===== src/rtl/tod_counter_if.sv =====
`default_nettype none
// ============================================================================
//  Module      : tod_counter_if
//  Description : Time-load channel of the time-of-day counter. The requester
//                presents hh:mm:ss with set_valid; the counter answers with
//                set_ready and a one-cycle set_err when the value is rejected.
//  Ports       : set_valid  requester -> counter, load request
//                set_hour   requester -> counter, hour 0-23
//                set_min    requester -> counter, minute 0-59
//                set_sec    requester -> counter, second 0-59
//                set_ready  counter -> requester, load can be accepted
//                set_err    counter -> requester, rejected-load pulse
//  Revision    : 1.0 - initial release
// ============================================================================
interface tod_counter_if;
   logic       set_valid;
   logic       set_ready;
   logic [4:0] set_hour;
   logic [5:0] set_min;
   logic [5:0] set_sec;
   logic       set_err;

   // Requester side
   modport master (
      output set_valid,
      output set_hour,
      output set_min,
      output set_sec,
      input  set_ready,
      input  set_err
   );

   // Counter side
   modport slave (
      input  set_valid,
      input  set_hour,
      input  set_min,
      input  set_sec,
      output set_ready,
      output set_err
   );
endinterface
`default_nettype wire


===== src/rtl/tod_counter.sv =====
`default_nettype none
// ============================================================================
//  Module      : tod_counter
//  Description : 24-hour time-of-day counter advanced by a 1 Hz tick, with a
//                validated time-load channel, a midnight pulse and an alarm
//                state machine (IDLE / RINGING / optional SNOOZED).
//  Build macro : TOD_SNOOZE_EN - when defined, snooze while ringing parks the
//                alarm in SNOOZED for 300 ticks; when undefined the snooze
//                input is ignored and the SNOOZED state is not built.
//  Ports       : clk        system clock
//                rst        synchronous active-high reset
//                tick       one-cycle 1 Hz seconds pulse
//                set_bus    time-load channel (tod_counter_if.slave)
//                alm_hour   alarm hour
//                alm_min    alarm minute
//                alm_en     alarm armed
//                alm_ack    stop ringing
//                snooze     snooze request
//                hour       current hour 0-23
//                min        current minute 0-59
//                sec        current second 0-59
//                day_pulse  one-cycle pulse on the midnight wrap
//                ring       alarm sounding
//  Revision    : 1.0 - initial release
// ============================================================================
module tod_counter (
   input  wire logic       clk,
   input  wire logic       rst,
   input  wire logic       tick,
   tod_counter_if.slave    set_bus,
   input  wire logic [4:0] alm_hour,
   input  wire logic [5:0] alm_min,
   input  wire logic       alm_en,
   input  wire logic       alm_ack,
   input  wire logic       snooze,
   output logic      [4:0] hour,
   output logic      [5:0] min,
   output logic      [5:0] sec,
   output logic            day_pulse,
   output logic            ring
);

   // -------------------------------------------------------------------------
   // Constants
   // -------------------------------------------------------------------------
   localparam logic [4:0] HOUR_MAX      = 5'd23;
   localparam logic [5:0] MINSEC_MAX    = 6'd59;
   localparam logic [8:0] RING_TICKS_M1 = 9'd59;   // last tick of a 60-tick ring
`ifdef TOD_SNOOZE_EN
   localparam logic [8:0] SNZ_TICKS_M1  = 9'd299;  // last tick of a 300-tick snooze
`endif

   typedef enum logic [1:0] {
      ST_IDLE    = 2'd0,
      ST_RINGING = 2'd1
`ifdef TOD_SNOOZE_EN
      ,
      ST_SNOOZED = 2'd2
`endif
   } state_t;

   // -------------------------------------------------------------------------
   // Registers
   // -------------------------------------------------------------------------
   logic [4:0] hour_q,      hour_d;
   logic [5:0] min_q,       min_d;
   logic [5:0] sec_q,       sec_d;
   logic       day_pulse_q, day_pulse_d;
   logic       set_err_q,   set_err_d;
   logic       busy_q,      busy_d;      // set on the cycle after an accepted load
   state_t     state_q,     state_d;
   logic [8:0] cnt_q,       cnt_d;       // ticks seen since entering the current state

   // -------------------------------------------------------------------------
   // Load handshake and effective tick
   // -------------------------------------------------------------------------
   logic load_accept;
   logic load_in_range;
   logic tick_eff;
   logic alarm_hit;

   assign load_accept   = set_bus.set_valid & ~busy_q;
   assign load_in_range = (set_bus.set_hour <= HOUR_MAX)   &&
                          (set_bus.set_min  <= MINSEC_MAX) &&
                          (set_bus.set_sec  <= MINSEC_MAX);
   // An accepted load (valid or rejected) swallows a coincident tick, for the
   // time base and for the alarm timers alike.
   assign tick_eff      = tick & ~load_accept;

`ifndef TOD_SNOOZE_EN
   logic unused_snooze;
   assign unused_snooze = snooze;
`endif

   // -------------------------------------------------------------------------
   // Time base next state
   // -------------------------------------------------------------------------
   always_comb begin
      hour_d      = hour_q;
      min_d       = min_q;
      sec_d       = sec_q;
      day_pulse_d = 1'b0;
      set_err_d   = load_accept & ~load_in_range;
      busy_d      = load_accept;

      if (load_accept) begin
         if (load_in_range) begin
            hour_d = set_bus.set_hour;
            min_d  = set_bus.set_min;
            sec_d  = set_bus.set_sec;
         end
      end else if (tick_eff) begin
         if (sec_q == MINSEC_MAX) begin
            sec_d = 6'd0;
            if (min_q == MINSEC_MAX) begin
               min_d = 6'd0;
               if (hour_q == HOUR_MAX) begin
                  hour_d      = 5'd0;
                  day_pulse_d = 1'b1;
               end else begin
                  hour_d = hour_q + 5'd1;
               end
            end else begin
               min_d = min_q + 6'd1;
            end
         end else begin
            sec_d = sec_q + 6'd1;
         end
      end
   end

   // Only a counting tick can arm the alarm; a load landing on hh:mm:00 never
   // does because tick_eff is low whenever a load is accepted.
   assign alarm_hit = tick_eff & alm_en &
                      (hour_d == alm_hour) & (min_d == alm_min) & (sec_d == 6'd0);

   // -------------------------------------------------------------------------
   // Alarm state machine - next state
   // -------------------------------------------------------------------------
   always_comb begin
      state_d = state_q;
      cnt_d   = cnt_q;

      case (state_q)
         ST_IDLE: begin
            if (alarm_hit) begin
               state_d = ST_RINGING;
            end
         end

         ST_RINGING: begin
            // Acknowledge outranks snooze when both arrive together.
            if (alm_ack || !alm_en) begin
               state_d = ST_IDLE;
`ifdef TOD_SNOOZE_EN
            end else if (snooze) begin
               state_d = ST_SNOOZED;
`endif
            end else if (tick_eff && (cnt_q == RING_TICKS_M1)) begin
               state_d = ST_IDLE;
            end
         end

`ifdef TOD_SNOOZE_EN
         ST_SNOOZED: begin
            if (alm_ack || !alm_en) begin
               state_d = ST_IDLE;
            end else if (tick_eff && (cnt_q == SNZ_TICKS_M1)) begin
               state_d = ST_RINGING;
            end
         end
`endif

         default: begin
            state_d = ST_IDLE;
         end
      endcase

      // Counter restarts from zero on every state entry.
      if (state_d != state_q) begin
         cnt_d = 9'd0;
      end else if (tick_eff) begin
         cnt_d = cnt_q + 9'd1;
      end
   end

   // -------------------------------------------------------------------------
   // State registers
   // -------------------------------------------------------------------------
   always_ff @(posedge clk) begin
      if (rst) begin
         hour_q      <= 5'd0;
         min_q       <= 6'd0;
         sec_q       <= 6'd0;
         day_pulse_q <= 1'b0;
         set_err_q   <= 1'b0;
         busy_q      <= 1'b0;
         state_q     <= ST_IDLE;
         cnt_q       <= 9'd0;
      end else begin
         hour_q      <= hour_d;
         min_q       <= min_d;
         sec_q       <= sec_d;
         day_pulse_q <= day_pulse_d;
         set_err_q   <= set_err_d;
         busy_q      <= busy_d;
         state_q     <= state_d;
         cnt_q       <= cnt_d;
      end
   end

   // -------------------------------------------------------------------------
   // Outputs
   // -------------------------------------------------------------------------
   assign hour              = hour_q;
   assign min               = min_q;
   assign sec               = sec_q;
   assign day_pulse         = day_pulse_q;
   assign ring              = (state_q == ST_RINGING);
   assign set_bus.set_ready = ~busy_q;
   assign set_bus.set_err   = set_err_q;

endmodule
`default_nettype wire


===== src/flat_wrapper.sv =====
// flat-port wrapper written by rule: the top's interface ports become plain ports
module tod_counter_flat 
  (clk, rst, tick, alm_hour, alm_min, alm_en, alm_ack, snooze, hour, min, sec, day_pulse, ring, set_bus_set_valid, set_bus_set_hour, set_bus_set_min, set_bus_set_sec, set_bus_set_ready, set_bus_set_err);
  tod_counter_if set_bus_i ();
  input  wire logic clk;
  input  wire logic rst;
  input  wire logic tick;
  input  wire logic [4:0] alm_hour;
  input  wire logic [5:0] alm_min;
  input  wire logic alm_en;
  input  wire logic alm_ack;
  input  wire logic snooze;
  output logic      [4:0] hour;
  output logic      [5:0] min;
  output logic      [5:0] sec;
  output logic day_pulse;
  output logic ring;
  input wire logic [$bits(set_bus_i.set_valid)-1:0] set_bus_set_valid;
  input wire logic [$bits(set_bus_i.set_hour)-1:0] set_bus_set_hour;
  input wire logic [$bits(set_bus_i.set_min)-1:0] set_bus_set_min;
  input wire logic [$bits(set_bus_i.set_sec)-1:0] set_bus_set_sec;
  output wire logic [$bits(set_bus_i.set_ready)-1:0] set_bus_set_ready;
  output wire logic [$bits(set_bus_i.set_err)-1:0] set_bus_set_err;
  assign set_bus_i.set_valid = set_bus_set_valid;
  assign set_bus_i.set_hour = set_bus_set_hour;
  assign set_bus_i.set_min = set_bus_set_min;
  assign set_bus_i.set_sec = set_bus_set_sec;
  assign set_bus_set_ready = set_bus_i.set_ready;
  assign set_bus_set_err = set_bus_i.set_err;
  tod_counter u_core (.clk(clk), .rst(rst), .tick(tick), .set_bus(set_bus_i), .alm_hour(alm_hour), .alm_min(alm_min), .alm_en(alm_en), .alm_ack(alm_ack), .snooze(snooze), .hour(hour), .min(min), .sec(sec), .day_pulse(day_pulse), .ring(ring));
endmodule

===== config.mk =====
export PLATFORM = sky130hd
export DESIGN_NAME = tod_counter_flat
export DESIGN_NICKNAME = d
export VERILOG_FILES = /design/src/rtl/tod_counter_if.sv /design/src/rtl/tod_counter.sv /design/src/flat_wrapper.sv
export SDC_FILE = /design/constraint.sdc
export NUM_CORES = 1
export LEC_CHECK = 0
export ABC_AREA = 1
export CAP_MARGIN = 20
export CORE_ASPECT_RATIO = 0.7
export CORE_MARGIN = 2
export CORE_UTILIZATION = 50
export CTS_BUF_LIST = sky130_fd_sc_hd__clkbuf_4 sky130_fd_sc_hd__clkbuf_8
export CTS_CLUSTER_DIAMETER = 150
export DETAILED_ROUTE_END_ITERATION = 7
export PLACE_DENSITY = 0.86
export SLEW_MARGIN = 20
export SYNTH_ARGS = -nofsm -noshare
export SYNTH_HDL_FRONTEND = slang
export SYNTH_SLANG_ARGS = --single-unit

===== constraint.sdc =====
create_clock -name clk -period 2.3 [get_ports clk]
set_input_delay 0.345 -clock clk [delete_from_list [all_inputs] [get_ports clk]]
set_output_delay 0.345 -clock clk [all_outputs]
set_load 0.02 [all_outputs]

==> results.yml <==
run_status:
  status: "finished, final reports clean"
sta:
  setup_viol: 0
  fin_skew_ns: 0.00981
  fmax_mhz: 455
  fin_crit_sh_pct: 95.5
  holdWs_ns: 0.422
  hold_violations: 0
  drv_slew: 0
  period_needed_ns: 2.20
route:
  wirelength_mm: 8.11
  firstDrtPassIters: 5
  vias: 3098
  ant_nets: 0
  drt_iter0_drc: 345
  avgViaCountPerCell: 5.56
  drc_errors: 0
  wl_per_cell_um: 14.6
worst_setup_path:
  critPathMaxFanout: 5
  cp_data_required_time_ns: 2.49
  cp_data_arrival_time_ns: 2.38
  cp-start-kind: "input port"
  end_kind: "flip-flop"
  path_class: "input port to flip-flop"
global_routing:
  grt_max_degree: 16
  grt_pass1_wl_mm: 12.3
  grt.overflow.total: 0
  grt_pass1_vias: 2844
  grt_usage_pct: 29.6
  antenna_found_initial: 0
floorplan:
  dieArea_um2: 5380
  row_count: 21
  start_util_pct: 51.1
  top_level_ports: 56
  die-height_um: 62.0
  die_x_um: 86.8
  fp.coreArea_um2: 4700
cts:
  cts_tree: "built"
  cts.sinks: 31
  root_buffer: "clkbuf_8"
  cts_made_buffers: 5
  worst_skew_pair.late_latency_ns: 0.29
  cts_max_level: 2
  clk_pin_slew_ns: 0.07
  cts.path.max_buffers: 2
final_layout:
  nNetsFinal: 538
  mostFrequentLayoutCell: "nand2_1"
  drive_gt1_share_pct: 18.6
  final_cell_mix: "nand2_1, nand3_1, inv_1, clkdlybuf4s50_1, buf_4"
  n_antenna_cell: 0
  area_growth_pct: 48.8
logic_synthesis:
  synth_fa_ha_area_share_pct: 2.08
  yosysUniqueCellTypes: 32
  ys_warn_count: 0
  syn_avg_cell_area_um2: 6.05
  ys_ff_latch: 31
  syn_inst: 397
  synth_top_family_by_area: "simple AND/OR/NAND/NOR gates"
  synth_seq_area_share_pct: 25.8
  synthMuxAreaShare_pct: 0.417
  synth_nets: 436
  synth_area_um2: 2400
  synth-xor-area-share_pct: 3.28
  synth_compound_area_share_pct: 5.26
  yosys.area_share.simple_pct: 51.0
placed_design:
  place_congestion: 0.898
  hpwl_mm: 5.82
  io_buffers: 54
power:
  power_mw: 1.68
  powerDensity_nw_per_um2: 471
  power.leakage_nw: 1.71
  max-vdd-ir-drop_mv: 0.387
worst_hold_path:
  min_path_type: "input port to flip-flop"
job:
  maxCapViolations: 0
flip-flops by register name (all words and copies together), names as in the netlist:
signal	cells
u_core.state_q	2
u_core.hour	5
u_core.cnt_q	9
u_core.sec	6
u_core.busy_q	1
u_core.min	6
u_core.day_pulse	1
u_core.set_bus.set_err	1
cell usage after synthesis:
library cell | instances | area (µm²)
inv_1 | 50 | 188
o311ai_0 | 1 | 8.76
nand4_2 | 1 | 12.5
nor2_1 | 47 | 176
a31oi_1 | 1 | 6.26
nand3_1 | 54 | 270
nand3_2 | 5 | 50.1
nor2_4 | 2 | 22.5
a21oi_4 | 1 | 16.3
dfxtp_1 | 31 | 621
buf_2 | 4 | 20.0
nand2_2 | 4 | 25.0
nor2_2 | 4 | 25.0
nand2_1 | 118 | 443
nand4_1 | 17 | 106
conb_1 | 1 | 3.75
nand3_4 | 1 | 17.5
nor4_1 | 2 | 12.5
nand3b_1 | 4 | 30.0
a21oi_1 | 10 | 50.1
xnor2_1 | 3 | 26.3
clkbuf_1 | 2 | 7.51
xor2_1 | 6 | 52.6
nor3_1 | 1 | 5.00
buf_4 | 1 | 7.51
nand2_4 | 2 | 22.5
mux2i_1 | 1 | 10.0
nor3b_1 | 1 | 7.51
o21ai_0 | 9 | 45.0
inv_2 | 5 | 18.8
buf_6 | 4 | 45.0
ha_1 | 4 | 50.1
metrics by stage:
step	setup TNS [ns]	area (µm²)	std cells	setup slack, ns	util, %
6_report	0	3570	557	0.104	76.0
3_3_place_gp	-1.56	3350	546	-0.168	71.3
2_1_floorplan	0	2400	397	0.187	-
4_1_cts	0	3460	554	0.0325	73.7
5_1_grt	-0.269	3570	557	-0.0500	76.0
3_5_place_dp	-2.25	3350	546	-0.245	71.3
where the power goes:
part,switching [mW],internal [mW]
Sequential,0.0293,0.563
Clock,0.234,0.323
Combinational,0.284,0.252
Total,0.547,1.14
critical path, stage by stage:
cell and delay (ns):
clkdlybuf4s50_1 0.47, nand2_2 0.12, nor2_2 0.05, nor2_4 0.18
nand2_4 0.09, buf_6 0.14, buf_4 0.13, nand3_1 0.08
nand3_1 0.10, nor2_1 0.10, nand4_1 0.11, nor2_2 0.16
nand3_4 0.12, nand3_4 0.11, nor2_1 0.05
what timing repair did:
item                                    in CTS  in global routing
hold buffers                                 0                  0
buffers inserted                             0                  1
gates resized for setup                      0                 24
endpoints found under the setup margin       0                 10
per-layer routing:
layer | vias up | GRT usage (%) | share of wire [%]
met4 | 0 | 12.5 | 2.3
met3 | 32 | 7.66 | 11
met2 | 188 | 49.2 | 47
met5 | - | 0 | 0
li1 | 1484 | - | -
met1 | 1394 | 37.4 | 40
path summary, 6_finish.rpt:
path | start | to | slack (ns) | cells past startpoint
hold reg to reg | u_core.busy_q | u_core.busy_q | 0.54 | 3
setup / recovery | set_bus_set_min[3] | u_core.cnt_q[0] | 0.10 | 15
hold / removal | set_bus_set_valid | u_core.busy_q | 0.42 | 3
setup reg to reg | u_core.sec[1] | u_core.cnt_q[0] | 0.12 | 17
final cells by class:
type / instances / area [µm²]
multi-input combinational: 301 / 1570
fill: 361 / 1130
timing repair buffer: 105 / 992
sequential: 31 / 621
inverter: 55 / 206
tap: 57 / 71.3
clock buffer: 5 / 68.8
clock inverter: 3 / 43.8
cells by family after synthesis:
logic type / count (synthesis)
AND/OR/NAND/NOR: 263
buffers and inverters: 66
other: 1
multiplexers: 1
adder cells (fa/ha/maj): 4
flip-flops: 31
XOR/XNOR: 9
AO/OA/AOI/OAI: 22
Power figures use the tool's default switching activity.
